$ cat src/rtl/adc_sample_averager.sv
// Boxcar decimator for the ADC front-end. It sums 2^LOG2_AVG consecutive strobed samples
// and presents their floor-average through a valid/ready register that counts dropped results.
module adc_sample_averager #(
  parameter int DATA_WIDTH = 24,
  parameter int LOG2_AVG   = 4,
  parameter int OVR_WIDTH  = 8
) (
  input  logic                  clk,
  input  logic                  i_reset,
  input  logic                  i_enable,
  input  logic [DATA_WIDTH-1:0] i_data_frame,
  input  logic                  i_data_ready,
  output logic [DATA_WIDTH-1:0] o_avg_data,
  output logic                  o_avg_valid,
  input  logic                  i_avg_ready,
  output logic [LOG2_AVG:0]     o_sample_cnt,
  output logic [OVR_WIDTH-1:0]  o_overrun_cnt,
  output logic                  o_overrun,
  input  logic                  i_clear_ovr
);

  localparam int ACC_WIDTH = DATA_WIDTH + LOG2_AVG;
  localparam int CNT_WIDTH = LOG2_AVG + 1;
  localparam logic [CNT_WIDTH-1:0] CNT_LAST = CNT_WIDTH'((1 << LOG2_AVG) - 1);
  localparam logic [OVR_WIDTH-1:0] OVR_MAX  = '1;

  logic                         rdy_d;
  logic                         sample_strobe;
  logic                         window_done;
  logic                         load_result;
  logic                         drop_result;
  logic signed [ACC_WIDTH-1:0]  acc;
  logic signed [ACC_WIDTH-1:0]  sample_ext;
  logic signed [ACC_WIDTH-1:0]  sum;
  logic signed [DATA_WIDTH-1:0] result;
  logic [CNT_WIDTH-1:0]         cnt;

  // A level held on i_data_ready contributes exactly one sample.
  assign sample_strobe = i_data_ready & ~rdy_d & i_enable;
  assign window_done   = sample_strobe && (cnt == CNT_LAST);

  // The extra LOG2_AVG accumulator bits absorb the full window, so the sum never wraps.
  assign sample_ext = ACC_WIDTH'(signed'(i_data_frame));
  assign sum        = acc + sample_ext;
  assign result     = DATA_WIDTH'(sum >>> LOG2_AVG);

  // A finished window is kept only if the output register is empty or being emptied now.
  assign load_result = window_done && (!o_avg_valid || i_avg_ready);
  assign drop_result = window_done && o_avg_valid && !i_avg_ready;

  // NOTE: every clocked register below uses non-blocking assignment so that all of them
  // sample the pre-edge values; blocking here would let one block see another's new value.
  always_ff @(posedge clk or posedge i_reset) begin
    if (i_reset) begin
      rdy_d <= 1'b0;
      acc   <= '0;
      cnt   <= '0;
    end else begin
      rdy_d <= i_data_ready;
      if (!i_enable || window_done) begin
        acc <= '0;
        cnt <= '0;
      end else if (sample_strobe) begin
        acc <= sum;
        cnt <= cnt + CNT_WIDTH'(1);
      end
    end
  end

  always_ff @(posedge clk or posedge i_reset) begin
    if (i_reset) begin
      o_avg_data  <= '0;
      o_avg_valid <= 1'b0;
    end else if (load_result) begin
      o_avg_data  <= result;
      o_avg_valid <= 1'b1;
    end else if (o_avg_valid && i_avg_ready) begin
      o_avg_valid <= 1'b0;
    end
  end

  // Clearing wins over a drop landing in the same cycle.
  always_ff @(posedge clk or posedge i_reset) begin
    if (i_reset) begin
      o_overrun_cnt <= '0;
      o_overrun     <= 1'b0;
    end else if (i_clear_ovr) begin
      o_overrun_cnt <= '0;
      o_overrun     <= 1'b0;
    end else if (drop_result) begin
      o_overrun <= 1'b1;
      if (o_overrun_cnt != OVR_MAX) begin
        o_overrun_cnt <= o_overrun_cnt + OVR_WIDTH'(1);
      end
    end
  end

  assign o_sample_cnt = cnt;

endmodule

$ cat config.mk
export PLATFORM = sky130hd
export DESIGN_NAME = adc_sample_averager
export DESIGN_NICKNAME = d
export VERILOG_FILES = /design/src/rtl/adc_sample_averager.sv
export SDC_FILE = /design/constraint.sdc
export NUM_CORES = 1
export LEC_CHECK = 0
export ABC_CLOCK_PERIOD_IN_PS = 2400
export CAP_MARGIN = 10
export CORE_ASPECT_RATIO = 0.7
export CORE_UTILIZATION = 27
export CTS_CLUSTER_DIAMETER = 200
export DETAILED_ROUTE_END_ITERATION = 12
export HOLD_SLACK_MARGIN = 0.08
export PLACE_DENSITY = 0.57
export SETUP_SLACK_MARGIN = 0.3
export SLEW_MARGIN = 20
export SYNTH_ARGS = -nofsm -noshare
export SYNTH_HDL_FRONTEND = slang
export SYNTH_SLANG_ARGS = --single-unit
$ cat constraint.sdc
create_clock -name clk -period 2.4 [get_ports clk]
set_input_delay 0.24 -clock clk [delete_from_list [all_inputs] [get_ports clk]]
set_output_delay 0.24 -clock clk [all_outputs]
set_load 0.05 [all_outputs]
==> impl_metrics.toml <==
[synthesis]
post_synth.cell_area_avg_um2 = 9.99
synthesized_area_fraction_occupied_by_adder_cells = 0.0940
synth-compound-area-share = 0.217
synthXorXnorAreaFrac = 0.0598
yosys_most_used_dff = "sky130_fd_sc_hd__dfrtp_1"
yosysSeqAreaShare = 0.404
yosys.cell_count.top_type = "sky130_fd_sc_hd__dfrtp_1"
synth.area.top_cells = "sky130_fd_sc_hd__dfrtp_1 40%, sky130_fd_sc_hd__ha_1 8.9%, sky130_fd_sc_hd__nand2_1 5.0%, sky130_fd_sc_hd__a22o_1 4.4%, sky130_fd_sc_hd__xnor2_1 3.5%"
syn_nets = 482
ys_types = 65
share_of_synthesized_flip_flops_with_an_asynchronous_set_or_reset = 1.00
synth_mux_area_frac = 0.0354
ys.warnings.count = 0
ys_seq_elements = 68
synth-edff-count = 0
synth_top_family_by_area = "compound AO/OA/AOI/OAI gates"
synth_simple_gate_area_share = 0.160
synth_top_area_frac = 0.404
mappedNetlistArea_um2 = 4210
ys_top_cells_by_count = "68 x sky130_fd_sc_hd__dfrtp_1, 56 x sky130_fd_sc_hd__nand2_1, 30 x sky130_fd_sc_hd__ha_1"
syn-instance-count = 421
synth_top_area_cell = "sky130_fd_sc_hd__dfrtp_1"

[route]
wl_per_cell_um = 15.8
topRoutingLayerUsed = "met4"
drt-pass1-iter-count = 4
drt-vias-per-instance = 4.89
drc_errors = 0
wl_met2_mm = 5.38
routed-via-count = 3867
wirelength_met1_mm = 6.30
postRouteAntennaNets = 0
met3WireLength_um = 677
totalWireLength_mm = 12.4
dr.first_iter.drc_count = 181

[placed_design]
detailedPlace.worstSlack_ps = -646
io_buffer_count = 68
detailedPlacementHpwl_mm = 8.32
gp_congestion = 0.867
placed_cell_area_um2 = 5740

[power_and_ir_drop]
power.density_cell_area_nw_per_um2 = 522
max-vdd-ir-drop_v = 0.000350
power_leakage_nw = 2.99

[clock_tree]
number_of_hold_buffers_added_after_cts = 0
clock-sinks = 68
reg_clk_slew_reported_paths_ps = 60
cts_tree = "done"
numCtsBuffers = 9
cts-htree-levels = 3
cts_max_path_buffers = 2
cts_root_buf = "sky130_fd_sc_hd__clkbuf_16"
insertion_delay_ps = 340

[grt]
grt_use_total = 0.162
grt_pass1_vias = 3933
globalRouteOverflowTotal = 0
grt_max_degree = 69
initial_antenna_violation_count = 0
grt_pass1_wl_mm = 20.2

[timing]
setup-violations-final = 19
layout_setup_ws_ps = -219
min_period_ps = 2620
clock.fmax_mhz = 382
fin_worst_skew_ps = 8.55
finalHoldViolations = 0
timing.final.crit_share = 1.09
slew-limit-headroom = 0.639
worstMarginPinSlew_ps = 540
report.final.slew_viol_count = 0
finalSetupTns_ps = -2170
unrepaired_setup_endpoints_after_global_routing = "true"

[final_layout]
post_route_cells_drive_above_1_share = 0.375
synthToLayoutAreaGrowth_pct = 59.3
final_area_um2 = 6700
final_nets = 651
insertedDiodeCount = 0
n_fill_cell = 1397

[worst_hold_path]
worstHoldPathType = "primary input to asynchronous set/reset pin"

[floorplanning]
die_height_um = 106
i_o_pins = 69
fp-row-count = 37
die-area_um2 = 16100
initial_core_util = 0.281
core_um2 = 15000
chipWidth_um = 151

[worst_setup_path]
path_max_fanout = 3
worst-endpoint-arrival_ps = 2890
crit_path_capture_type = "register"
cp-start-kind = "register"
cp.required_ps = 2670
criticalPathCategory = "register to register"
reg2reg_setup_slack_ps = -220

[status]
result_of_the_run = "finished, violations left"
violations = "setup timing"

[job]
drv_cap = 0
==> what timing repair did <==
item	4_1_cts	5_1_grt
pin swaps	24	35
resized for setup	43	45
setup buffers	11	17
endpoints found under the setup margin	39	45
endpoints found under the hold margin	0	0
==> critical path, stage by stage (launching register included) <==
cell,delay (ps)
sky130_fd_sc_hd__dfrtp_1,350
sky130_fd_sc_hd__ha_2,180
sky130_fd_sc_hd__inv_2,40
sky130_fd_sc_hd__fa_2,370
sky130_fd_sc_hd__nor2b_4,140
sky130_fd_sc_hd__o2111ai_2,130
sky130_fd_sc_hd__a21oi_2,240
sky130_fd_sc_hd__o31ai_4,110
sky130_fd_sc_hd__o31ai_4,220
sky130_fd_sc_hd__buf_6,150
sky130_fd_sc_hd__a41oi_4,130
sky130_fd_sc_hd__o311ai_2,290
sky130_fd_sc_hd__mux2_4,200
==> final timing paths <==
kind | from | to | cells after the start
worst max-delay path | acc[0] | o_avg_data[20] | 12
worst min-delay path | i_reset | o_sample_cnt[3] | 3
worst max register to register | acc[0] | o_avg_data[20] | 12
worst min register to register | o_avg_data[2] | o_avg_data[2] | 2
max in group asynchronous | i_reset | acc[14] | 3
min in group clk | i_data_ready | rdy_d | 1
==> where the power goes <==
group | switching [mW] | internal [mW] | leakage, nW
logic | 0.469 | 0.497 | 1.92
registers | 0.0299 | 1.19 | 0.931
clock network | 0.517 | 0.800 | 0.139
total | 1.02 | 2.48 | 2.99
==> registers in the layout (all words and copies together) (netlist names) <==
| signal | cells |
|---|---|
| o_avg_valid | 1 |
| rdy_d | 1 |
| acc | 28 |
| o_sample_cnt | 5 |
| o_avg_data | 24 |
| o_overrun | 1 |
| o_overrun_cnt | 8 |
==> per-stage QoR <==
stage / std cells / hold slack (ps) / util / total power, mW
global placement: 746 / 460 / 0.384 / 2.00
detailed placement: 746 / 465 / 0.384 / 2.02
floorplan: 421 / 271 / - / 1.70
finish: 790 / 306 / 0.448 / 3.50
CTS: 773 / 322 / 0.424 / 3.44
global route: 790 / 355 / 0.448 / 3.67
==> logic make-up (layout without fill, tap and decap cells) <==
family,count (synthesis),after routing
compound gates,120,120
xor+xnor,27,27
fa+ha+maj,31,31
buf+inv,25,199
flops,68,68
mux,13,13
simple gates,137,137
==> cell usage in the layout (no fill, tap or decap), types with 3 or more instances in the layout <==
cell type                         count
sky130_fd_sc_hd__clkbuf_16            9
sky130_fd_sc_hd__mux2_4               8
sky130_fd_sc_hd__a22o_1              21
sky130_fd_sc_hd__xnor2_1              9
sky130_fd_sc_hd__o22ai_1              3
sky130_fd_sc_hd__inv_2                3
sky130_fd_sc_hd__nand2_1             51
sky130_fd_sc_hd__nor2_1              20
sky130_fd_sc_hd__a21oi_2             10
sky130_fd_sc_hd__and2_1               3
sky130_fd_sc_hd__nand2b_1             3
sky130_fd_sc_hd__a21o_1               9
sky130_fd_sc_hd__xnor2_2              8
sky130_fd_sc_hd__a211oi_1             3
sky130_fd_sc_hd__dfrtp_2              3
sky130_fd_sc_hd__nor2_2               3
sky130_fd_sc_hd__o21a_1               8
sky130_fd_sc_hd__nand2_4              3
sky130_fd_sc_hd__clkdlybuf4s50_1     67
sky130_fd_sc_hd__nand4_1              8
sky130_fd_sc_hd__a21oi_1             14
sky130_fd_sc_hd__clkinv_2             3
sky130_fd_sc_hd__xor2_1               9
sky130_fd_sc_hd__nor2_4               3
sky130_fd_sc_hd__mux2_2               4
sky130_fd_sc_hd__ha_1                17
sky130_fd_sc_hd__dfrtp_1             65
sky130_fd_sc_hd__ha_4                12
sky130_fd_sc_hd__o21ai_2              4
sky130_fd_sc_hd__inv_1                8
sky130_fd_sc_hd__buf_6                9
sky130_fd_sc_hd__o211ai_1             5
sky130_fd_sc_hd__o21ai_0             12
sky130_fd_sc_hd__nor3_2               3
sky130_fd_sc_hd__buf_4               93
sky130_fd_sc_hd__nand3_1             10
sky130_fd_sc_hd__o21bai_1             4
==> layer usage <==
metal	vias up	GRT usage
li1	1878	-
met1	1895	0.234
met2	86	0.237
met3	8	0.0425
met4	0	0.0357
met5	-	0
==> area by class of cell <==
cell class                 instances  area, µm²  share of cell area
timing repair buffer             172       1520               0.227
multi-input combinational        328       2910               0.434
sequential                        68       1710               0.254
tap                              195        244              0.0364
inverter                          11       41.3             0.00616
clock buffer                      11        233              0.0347
clock inverter                     5       52.6             0.00784
Power figures use the tool's default switching activity.
